[config.mk]
export PLATFORM = sky130hd
export DESIGN_NAME = multicycle_controller
export DESIGN_NICKNAME = d
export VERILOG_FILES = /design/src/rtl/controller_pkg.sv /design/src/rtl/condition_unit.sv /design/src/rtl/multicycle_controller.sv
export SDC_FILE = /design/constraint.sdc
export NUM_CORES = 1
export LEC_CHECK = 0
export BUFFER_PORTS_ARGS = -buffer_cell sky130_fd_sc_hd__buf_2
export CAP_MARGIN = 5
export CORE_MARGIN = 2
export CORE_UTILIZATION = 41
export DETAILED_ROUTE_END_ITERATION = 6
export PLACE_DENSITY = 0.79
export RECOVER_POWER = 100
export SLEW_MARGIN = 20
export SYNTH_ARGS = -nofsm -noshare
export SYNTH_HDL_FRONTEND = slang
export SYNTH_SLANG_ARGS = --single-unit
export TNS_END_PERCENT = 20
[constraint.sdc]
create_clock -name clock -period 2.65 [get_ports clock]
set_input_delay 0.53 -clock clock [delete_from_list [all_inputs] [get_ports clock]]
set_output_delay 0.53 -clock clock [all_outputs]
set_load 0.02 [all_outputs]
[src/rtl/controller_pkg.sv]
//------------------------------------------------------------------------------
// controller_pkg: shared types and encodings for the multicycle Armv4 controller
// Revision: 1.0
//------------------------------------------------------------------------------
`default_nettype none

package controller_pkg;

    typedef enum logic [3:0] {
        FETCH    = 4'd0,
        DECODE   = 4'd1,
        MEMADR   = 4'd2,
        MEMREAD  = 4'd3,
        MEMWB    = 4'd4,
        MEMWRITE = 4'd5,
        EXECR    = 4'd6,
        EXECI    = 4'd7,
        ALUWB    = 4'd8,
        BRANCH   = 4'd9,
        LINK     = 4'd10
    } state_t;

    typedef enum logic [3:0] {
        EQ = 4'b0000, NE = 4'b0001, CS = 4'b0010, CC = 4'b0011,
        MI = 4'b0100, PL = 4'b0101, VS = 4'b0110, VC = 4'b0111,
        HI = 4'b1000, LS = 4'b1001, GE = 4'b1010, LT = 4'b1011,
        GT = 4'b1100, LE = 4'b1101, AL = 4'b1110, NV = 4'b1111
    } cond_t;

    localparam logic [1:0] OP_DP  = 2'b00;
    localparam logic [1:0] OP_MEM = 2'b01;
    localparam logic [1:0] OP_BR  = 2'b10;

    localparam logic [3:0] CMD_AND = 4'b0000;
    localparam logic [3:0] CMD_SUB = 4'b0010;
    localparam logic [3:0] CMD_ADD = 4'b0100;
    localparam logic [3:0] CMD_CMP = 4'b1010;
    localparam logic [3:0] CMD_ORR = 4'b1100;

    localparam logic [1:0] ALU_ADD = 2'b00;
    localparam logic [1:0] ALU_SUB = 2'b01;
    localparam logic [1:0] ALU_AND = 2'b10;
    localparam logic [1:0] ALU_ORR = 2'b11;

    localparam logic [1:0] SRCB_REG  = 2'b00;
    localparam logic [1:0] SRCB_IMM  = 2'b01;
    localparam logic [1:0] SRCB_FOUR = 2'b10;

    localparam logic [1:0] RES_ALUOUT = 2'b00;
    localparam logic [1:0] RES_MEM    = 2'b01;
    localparam logic [1:0] RES_ALU    = 2'b10;

    localparam logic [1:0] IMM_8  = 2'b00;
    localparam logic [1:0] IMM_12 = 2'b01;
    localparam logic [1:0] IMM_24 = 2'b10;

    localparam int N_BIT = 3;
    localparam int Z_BIT = 2;
    localparam int C_BIT = 1;
    localparam int V_BIT = 0;

endpackage

`default_nettype wire

[src/rtl/condition_unit.sv]
//------------------------------------------------------------------------------
// condition_unit: registered NZCV flags, gated flag writes, cond_ex evaluation
// Revision: 1.0
//------------------------------------------------------------------------------
`default_nettype none

module condition_unit
    import controller_pkg::*;
#(
    parameter int FLAG_W = 4
) (
    input  logic              clock,
    input  logic              reset,
    input  logic [3:0]        cond,
    input  logic [FLAG_W-1:0] alu_flags,
    input  logic              write_nz,
    input  logic              write_cv,
    output logic [FLAG_W-1:0] flags,
    output logic              cond_ex
);

    cond_t cond_code;
    logic  n, z, c, v;

    assign cond_code = cond_t'(cond);
    assign n = flags[N_BIT];
    assign z = flags[Z_BIT];
    assign c = flags[C_BIT];
    assign v = flags[V_BIT];

    // Writes are gated by the instruction's own condition, evaluated on the old flags
    always_ff @(posedge clock or negedge reset) begin
        if (!reset) begin
            flags <= '0;
        end else if (cond_ex) begin
            if (write_nz) begin
                flags[N_BIT] <= alu_flags[N_BIT];
                flags[Z_BIT] <= alu_flags[Z_BIT];
            end
            if (write_cv) begin
                flags[C_BIT] <= alu_flags[C_BIT];
                flags[V_BIT] <= alu_flags[V_BIT];
            end
        end
    end

    always_comb begin
        cond_ex = 1'b0;
        case (cond_code)
            EQ: cond_ex = z;
            NE: cond_ex = !z;
            CS: cond_ex = c;
            CC: cond_ex = !c;
            MI: cond_ex = n;
            PL: cond_ex = !n;
            VS: cond_ex = v;
            VC: cond_ex = !v;
            HI: cond_ex = c && !z;
            LS: cond_ex = !c || z;
            GE: cond_ex = (n == v);
            LT: cond_ex = (n != v);
            GT: cond_ex = !z && (n == v);
            LE: cond_ex = z || (n != v);
            AL: cond_ex = 1'b1;
            default: cond_ex = 1'b0;
        endcase
    end

endmodule

`default_nettype wire

[src/rtl/multicycle_controller.sv]
//------------------------------------------------------------------------------
// multicycle_controller: Armv4 multicycle main FSM plus condition unit.
// Optional MULTICYCLE_BL_EN adds a LINK state for BL. Revision: 1.0
//------------------------------------------------------------------------------
`default_nettype none

module multicycle_controller
    import controller_pkg::*;
#(
    parameter int INSTR_W    = 32,
    parameter int FLAG_W     = 4,
    parameter int ALU_CTRL_W = 2
) (
    input  logic                  clock,
    input  logic                  reset,
    input  logic [INSTR_W-1:0]    instruction,
    input  logic [FLAG_W-1:0]     ALU_flags,
    input  logic                  mem_ready,
    output logic                  pc_write,
    output logic                  address_source,
    output logic                  write_instruction,
    output logic                  write_memory,
    output logic                  write_register,
    output logic [1:0]            register_source,
    output logic [1:0]            immediate_source,
    output logic                  ALU_source_a,
    output logic [1:0]            ALU_source_b,
    output logic [ALU_CTRL_W-1:0] ALU_control,
    output logic [1:0]            result_source,
    output logic [FLAG_W-1:0]     flags
);

    state_t     state, next_state;
    logic [1:0] op;
    logic [3:0] cmd;
    logic       imm_bit, s_bit, l_bit, link_bit;
    logic [1:0] cmd_alu, alu_ctrl;
    logic       cmd_valid, cmd_arith, cmd_cmp;
    logic       in_exec, write_nz, write_cv, cond_ex;
    logic       unused_instr;

    assign op       = instruction[27:26];
    assign imm_bit  = instruction[25];
    assign cmd      = instruction[24:21];
    assign link_bit = instruction[24];
    assign s_bit    = instruction[20];
    assign l_bit    = instruction[20];
    // Register numbers and immediates are consumed by the datapath
    assign unused_instr = ^instruction;

    always_comb begin
        cmd_alu   = ALU_ADD;
        cmd_valid = 1'b1;
        cmd_arith = 1'b1;
        cmd_cmp   = 1'b0;
        case (cmd)
            CMD_ADD: cmd_alu = ALU_ADD;
            CMD_SUB: cmd_alu = ALU_SUB;
            CMD_CMP: begin cmd_alu = ALU_SUB; cmd_cmp = 1'b1; end
            CMD_AND: begin cmd_alu = ALU_AND; cmd_arith = 1'b0; end
            CMD_ORR: begin cmd_alu = ALU_ORR; cmd_arith = 1'b0; end
            default: begin cmd_valid = 1'b0; cmd_arith = 1'b0; end
        endcase
    end

    assign in_exec  = (state == EXECR) || (state == EXECI);
    assign write_nz = in_exec && s_bit && cmd_valid;
    assign write_cv = write_nz && cmd_arith;

    condition_unit #(.FLAG_W(FLAG_W)) u_cond (
        .clock     (clock),
        .reset     (reset),
        .cond      (instruction[31:28]),
        .alu_flags (ALU_flags),
        .write_nz  (write_nz),
        .write_cv  (write_cv),
        .flags     (flags),
        .cond_ex   (cond_ex)
    );

    always_ff @(posedge clock or negedge reset) begin
        if (!reset) state <= FETCH;
        else        state <= next_state;
    end

    always_comb begin
        next_state        = state;
        pc_write          = 1'b0;
        address_source    = 1'b0;
        write_instruction = 1'b0;
        write_memory      = 1'b0;
        write_register    = 1'b0;
        register_source   = 2'b00;
        immediate_source  = IMM_8;
        ALU_source_a      = 1'b0;
        ALU_source_b      = SRCB_REG;
        alu_ctrl          = ALU_ADD;
        result_source     = RES_ALUOUT;
        case (state)
            FETCH: begin
                ALU_source_a  = 1'b1;
                ALU_source_b  = SRCB_FOUR;
                result_source = RES_ALU;
                if (mem_ready) begin
                    write_instruction = 1'b1;
                    pc_write          = 1'b1;
                    next_state        = DECODE;
                end
            end
            DECODE: begin
                ALU_source_a    = 1'b1;
                ALU_source_b    = SRCB_FOUR;
                register_source = {(op == OP_MEM) && !l_bit, op == OP_BR};
                case (op)
                    OP_MEM:  next_state = MEMADR;
                    OP_DP:   next_state = imm_bit ? EXECI : EXECR;
`ifdef MULTICYCLE_BL_EN
                    OP_BR:   next_state = link_bit ? LINK : BRANCH;
`else
                    OP_BR:   next_state = BRANCH;
`endif
                    default: next_state = FETCH;
                endcase
            end
            MEMADR: begin
                ALU_source_b     = SRCB_IMM;
                immediate_source = IMM_12;
                next_state       = l_bit ? MEMREAD : MEMWRITE;
            end
            MEMREAD: begin
                address_source = 1'b1;
                if (mem_ready) next_state = MEMWB;
            end
            MEMWB: begin
                result_source  = RES_MEM;
                write_register = cond_ex;
                next_state     = FETCH;
            end
            MEMWRITE: begin
                // A failed condition still consumes one memory handshake
                address_source = 1'b1;
                write_memory   = cond_ex;
                if (mem_ready) next_state = FETCH;
            end
            EXECR: begin
                alu_ctrl   = cmd_alu;
                next_state = ALUWB;
            end
            EXECI: begin
                ALU_source_b = SRCB_IMM;
                alu_ctrl     = cmd_alu;
                next_state   = ALUWB;
            end
            ALUWB: begin
                write_register = cond_ex && cmd_valid && !cmd_cmp;
                next_state     = FETCH;
            end
`ifdef MULTICYCLE_BL_EN
            LINK: begin
                ALU_source_a   = 1'b1;
                ALU_source_b   = SRCB_FOUR;
                alu_ctrl       = ALU_SUB;
                result_source  = RES_ALU;
                write_register = cond_ex;
                next_state     = BRANCH;
            end
`endif
            BRANCH: begin
                ALU_source_b     = SRCB_IMM;
                immediate_source = IMM_24;
                register_source  = 2'b01;
                result_source    = RES_ALU;
                pc_write         = cond_ex;
                next_state       = FETCH;
            end
            default: next_state = FETCH;
        endcase
        // Reset silences every control line combinationally, aborting any access
        if (!reset) begin
            pc_write          = 1'b0;
            address_source    = 1'b0;
            write_instruction = 1'b0;
            write_memory      = 1'b0;
            write_register    = 1'b0;
            register_source   = 2'b00;
            immediate_source  = 2'b00;
            ALU_source_a      = 1'b0;
            ALU_source_b      = 2'b00;
            alu_ctrl          = 2'b00;
            result_source     = 2'b00;
        end
    end

    assign ALU_control = ALU_CTRL_W'(alu_ctrl);

endmodule

`default_nettype wire

# After elaboration in Yosys (flattened, before gate mapping)
# Cells that the tools add are included.
[word_totals]
register_bits = 8
latch_bits = 0
mem_bits_rw = 0
mem_bits_ro = 0
input_bits = 39
elab_cells = 104
mem_count = 0
[op_classes]
n_addsub = 0
mul = 0
div_mod_pow = 0
order_cmp = 0
n_eq_ne = 34
n_shift = 0
muxes = 35
bitwise = 0
reduce_logical = 32
[ops]
columns = ["op", "n"]
rows = [
  ["$eq 4x4->1 const B", 11],
  ["$eq 4x3->1 const B", 9],
  ["$pmux 4 s6", 1],
  ["$eq 4x2->1 const B", 5],
  ["$pmux 2 s2", 4],
  ["$mux 1", 15],
  ["$pmux 1 s15", 1],
  ["$logic_not 4->1", 3],
  ["$mux 2", 6],
  ["$mux 4", 3],
  ["$pmux 4 s3", 1],
  ["$reduce_or 2->1", 5],
  ["$eq 4x1->1 const B", 2],
  ["$logic_and 1x1->1", 8],
  ["$logic_not 1->1", 6],
  ["$ne 2x2->1 const B", 3],
  ["$pmux 2 s3", 1],
  ["$reduce_or 3->1", 2],
  ["$reduce_or 5->1", 1],
  ["$pmux 1 s2", 2],
  ["$reduce_and 2->1", 2],
  ["$logic_or 1x1->1", 3],
  ["$mux 3", 1],
  ["$reduce_and 3->1", 1],
  ["other kinds (5)", 5],
]

# Longest topological paths before layout
[logic_depth]
ltp_word = 7
ltp_mapped = 7
depth_no_buf = 6

# Hierarchy
# Synthesis repeated with hierarchy kept, for this count alone.
[unflattened]
hier_cells = 114
hier_area_um2 = 948.4
[modules_own_cells]
columns = ["mod", "n_inst", "cells_per_inst", "area_per_inst_um2", "seq_area_each_um2"]
rows = [
  ["multicycle_controller", 1, 79, 588.1, 100.1],
  ["condition_unit", 1, 35, 360.3, 100.1],
]

# Worst setup path before layout
# No wires, ideal clock.
[synth_timing]
path_kind = "input port to output port"
from = "in instruction[30]"
to = "out pc_write"
arrival_time_ns = 2.012
slack_ns = 0.108
cell_stages = 7
n_path_buf = 1
cell_sequence = "buf_4 nor3b_1 a31oi_1 a311o_1 a221oi_4 nor3_1 or2_1"
[synth_via]
elab_chain_cells = 4
word_cells_on_any_way = 18
cone_classes = "eq/ne (14); mux (3); reduce/logical (1)"
[synth_rtl]
columns = ["item", "line", "rtl"]
rows = [
  ["from (decl)", "multicycle_controller.sv:16", "input logic [INSTR_W-1:0] instruction,"],
  ["$eq 4x4->1, or another cell as far along", "condition_unit.sv:49", "case (cond_code)"],
  ["$pmux 1 s15 *", "condition_unit.sv:49", ""],
  ["$pmux 1 s2 *", "multicycle_controller.sv:99", "case (state)"],
  ["$mux 1 *", "multicycle_controller.sv:179", "if (!reset) begin"],
  ["to (decl)", "multicycle_controller.sv:19", "output logic pc_write,"],
]
# Mark *: on every way between the ends. The rest lies on a longest branch, timed or not.

# Worst setup path after layout
[layout_timing]
from = "reg u_cond.flags[3]"
to = "out pc_write"
[layout_via]
elab_chain_cells = 5
word_cells_on_any_way = 8
cone_classes = "eq/ne (2); mux (3); reduce/logical (3)"
[layout_rtl]
columns = ["item", "line", "rtl"]
rows = [
  ["from (decl)", "condition_unit.sv:18", "output logic [FLAG_W-1:0] flags,"],
  ["from (signal, indexed assignment)", "condition_unit.sv:37", "flags[N_BIT] <= alu_flags[N_BIT];"],
  ["from (signal, indexed assignment)", "condition_unit.sv:38", "flags[Z_BIT] <= alu_flags[Z_BIT];"],
  ["from (signal, indexed assignment)", "condition_unit.sv:41", "flags[C_BIT] <= alu_flags[C_BIT];"],
  ["$ne 1x1->1 / $eq 1x1->1 (equally long branches)", "-", ""],
  ["$logic_or 1x1->1 / $logic_and 1x1->1 (equally long branches)", "condition_unit.sv:63, condition_unit.sv:62", ""],
  ["$pmux 1 s15 *", "condition_unit.sv:49", ""],
  ["$pmux 1 s2 *", "multicycle_controller.sv:99", ""],
  ["$mux 1 *", "multicycle_controller.sv:179", ""],
]
# Marks and branches as above.

==> metrics.txt <==
outcome=complete, no violations; H-tree Lvls=1; Num CTS Buffers=3; die height=49.66 µm; port bufs=38; crit path DAT=roughly 2.1 ns; pwr dens=about 700 mW/mm²; I/O pins=between 50 and 60; fill count=211; DRC viols=0; Syn. warnings=0; Hold-fix buffers, CTS=0; pre-CTS WS=0.02033 ns; first-pass GRT wire length=3988 µm; clock sink count=8; Worst R2R Path Depth=7; post-layout min period=~2.6 ns; nets=between 150 and 200; Layout area overhead=27.96%; area of the core=0.001962 mm²; syn_area_per_cell=7.431 µm²; ys async rst share=100.0%; total grt overflow=0; die width=~50 µm; final hold violations=0; Worst-Margin Slew=about 0.4 ns; Cell Area, Synth=854.6 µm²; Lkg Pwr=0.5384 nW; max-slew violations=0; Rel. slew slack=73.79%; vias in the first global route=slightly above 900; via count=950; antenna violations before repair=0; WP data required=about 2.1 ns; top cells by count, synth=12 x nor2_1, 11 x nor3_1, 10 x nand2_1; RR Startpoint=u_cond.flags[3]; Post-Syn Nets=154; Clock Tree Buf Depth=2; Hold/Removal Path Class=input pin to async pin; post-route antenna net violation count=0; root buf cell=clkbuf_4; Setup Skew=0.001612 ns; Final Total Pwr=0.7623 mW; DP Area=between 0.001 and 0.0015 mm²; largest net degree at the start of global routing=17; Mapped Cells=115; die area=0.002466 mm²; period utilisation layout=99.41%; WHS=0.1656 ns; CTS tree=built; Initial Utilization=43.56%; CP Class=flop to output port; RR Endpoint=u_cond.flags[2]; GPL Wtd Cong=0.8125; fmax=379.6 MHz; synth top area cells=dfrtp_1 23%, nor3_1 6.4%, mux2_1 5.3%, nor2_1 5.3%, nand2_1 4.4%; Synth area leader=dfrtp_1; number of synthesized register bits=8; routed wire length=2267 µm; register area share after synthesis=23.43%; R2R Setup Slk=0.55 ns; VDD IR max=about 420 µV; top-area cell type share of the netlist area=23.43%; post-route cell area=0.001094 mm²; clock latency at the later pin of the worst-skew pair=about 0.25 ns; maxcap violations=0; RSZ-0062 raised after global routing=yes; Worst Path Max Fanout=5; Post-synth EDFFs=0; Most used DFF post-synth=dfrtp_1; vias per inst=5.337; num rows=16; final setup TNS=0 ns; crit start category=flop; DRT iter0 DRCs=17; ANT cells=0; detailed placer's ending HPWL=1741 µm; final worst slack=between 0.015 and 0.02 ns; GRT Total Usage=20.06%; Synth cell types=35; Setup Viol. Count Final=0; Critical Path Sink Type=output port; fraction of layout cells with a size suffix above 1=between 30% and 40%; top-count cell post-synth=nor2_1; DR WL/cell=about 13 µm; clock slew at reported path FFs=roughly 0.06 ns; first drt pass iteration count=4
-- layer usage --
metal  track usage (%)  wire, µm
met5                 0         0
met1             23.31       943
met3             3.939       122
met4             4.167         0
met2             37.56      1201
-- critical path: stages (launching register included) --
cell      delay [ns]
dfrtp_2         0.44
xnor2_2         0.22
a31oi_1         0.14
a311o_1         0.32
a221oi_4        0.31
nor3_1          0.06
or2_1           0.20
buf_2           0.16
-- report_power, final --
| group | switching [mW] | total, mW | internal (mW) | leakage, nW |
|---|---|---|---|---|
| Clock | 0.0412 | 0.0930 | 0.0518 | 0.0138 |
| Combinational | 0.240 | 0.420 | 0.181 | 0.420 |
| Sequential | 0.0914 | 0.249 | 0.157 | 0.104 |
| Total | 0.373 | 0.762 | 0.390 | 0.538 |
-- area by class of cell --
class,count,area (µm²),share of cell area [%]
inverters,5,18.77,1.716
well taps,27,33.78,3.089
repair buffers,41,211.5,19.34
multi-input cells,94,604.3,55.26
flip-flops and latches,8,202.7,18.54
clock buffers,3,22.52,2.059
-- per-stage QoR --
stage,util [%],instances
floorplan,-,115
CTS,55.74,178
finish,55.74,178
global route,55.74,178
detailed placement,54.15,175
global placement,54.15,175
-- how the worst max path moves through the flow --
| stage | start | to | slack [ns] | cells after the start |
|---|---|---|---|---|
| floorplan | instruction[30] | pc_write | 0.11 | 7 |
| global placement | instruction[30] | pc_write | 0.07 | 8 |
| detailed placement | instruction[30] | pc_write | 0.02 | 8 |
| CTS | u_cond.flags[0] | pc_write | -0.001 | 7 |
| global route | u_cond.flags[3] | pc_write | -0.11 | 7 |
| finish | u_cond.flags[3] | pc_write | 0.02 | 7 |
-- kinds of logic (layout without fill, tap and decap cells) --
group | count (synthesis) | in the layout | share of synthesized area, %
AO/OA/AOI/OAI | 25 | 25 | 21.23
XOR/XNOR | 6 | 6 | 6.150
buffers and inverters | 13 | 49 | 6.734
flip-flops | 8 | 8 | 23.43
multiplexers | 5 | 5 | 6.442
AND/OR/NAND/NOR | 58 | 58 | 36.02
-- timing repair --
action | CTS | global route
endpoints found under the setup margin | 3 | 3
resized for setup | 2 | 1
pin swaps | 2 | 1
setup buffers | 0 | 0
-- flip-flops by register name, indices dropped and copies added, names as in the netlist --
register and cells:
state 4, u_cond.flags 4
-- placed cells by master, fill, tap and decap left out, drive strengths merged --
cell type	n
buf	40
nor2	14
nor3	11
nand2	10
dfrtp	8
a21oi	7
inv	5
nor2b	5
o21ai	5
nand2b	4
mux2	4
clkbuf	4
xor2	3
nor3b	3
xnor2	3
and3	2
nand3b	2
nand3	2
a31oi	2
o31ai	2
o21a	2
o211ai	2
and2	1
nor4b	1
o41ai	1
nand4bb	1
a311o	1
mux2i	1
o211a	1
a311oi	1
a221oi	1
or2	1
and4	1
No activity file was read; power rests on OpenSTA's default activity.
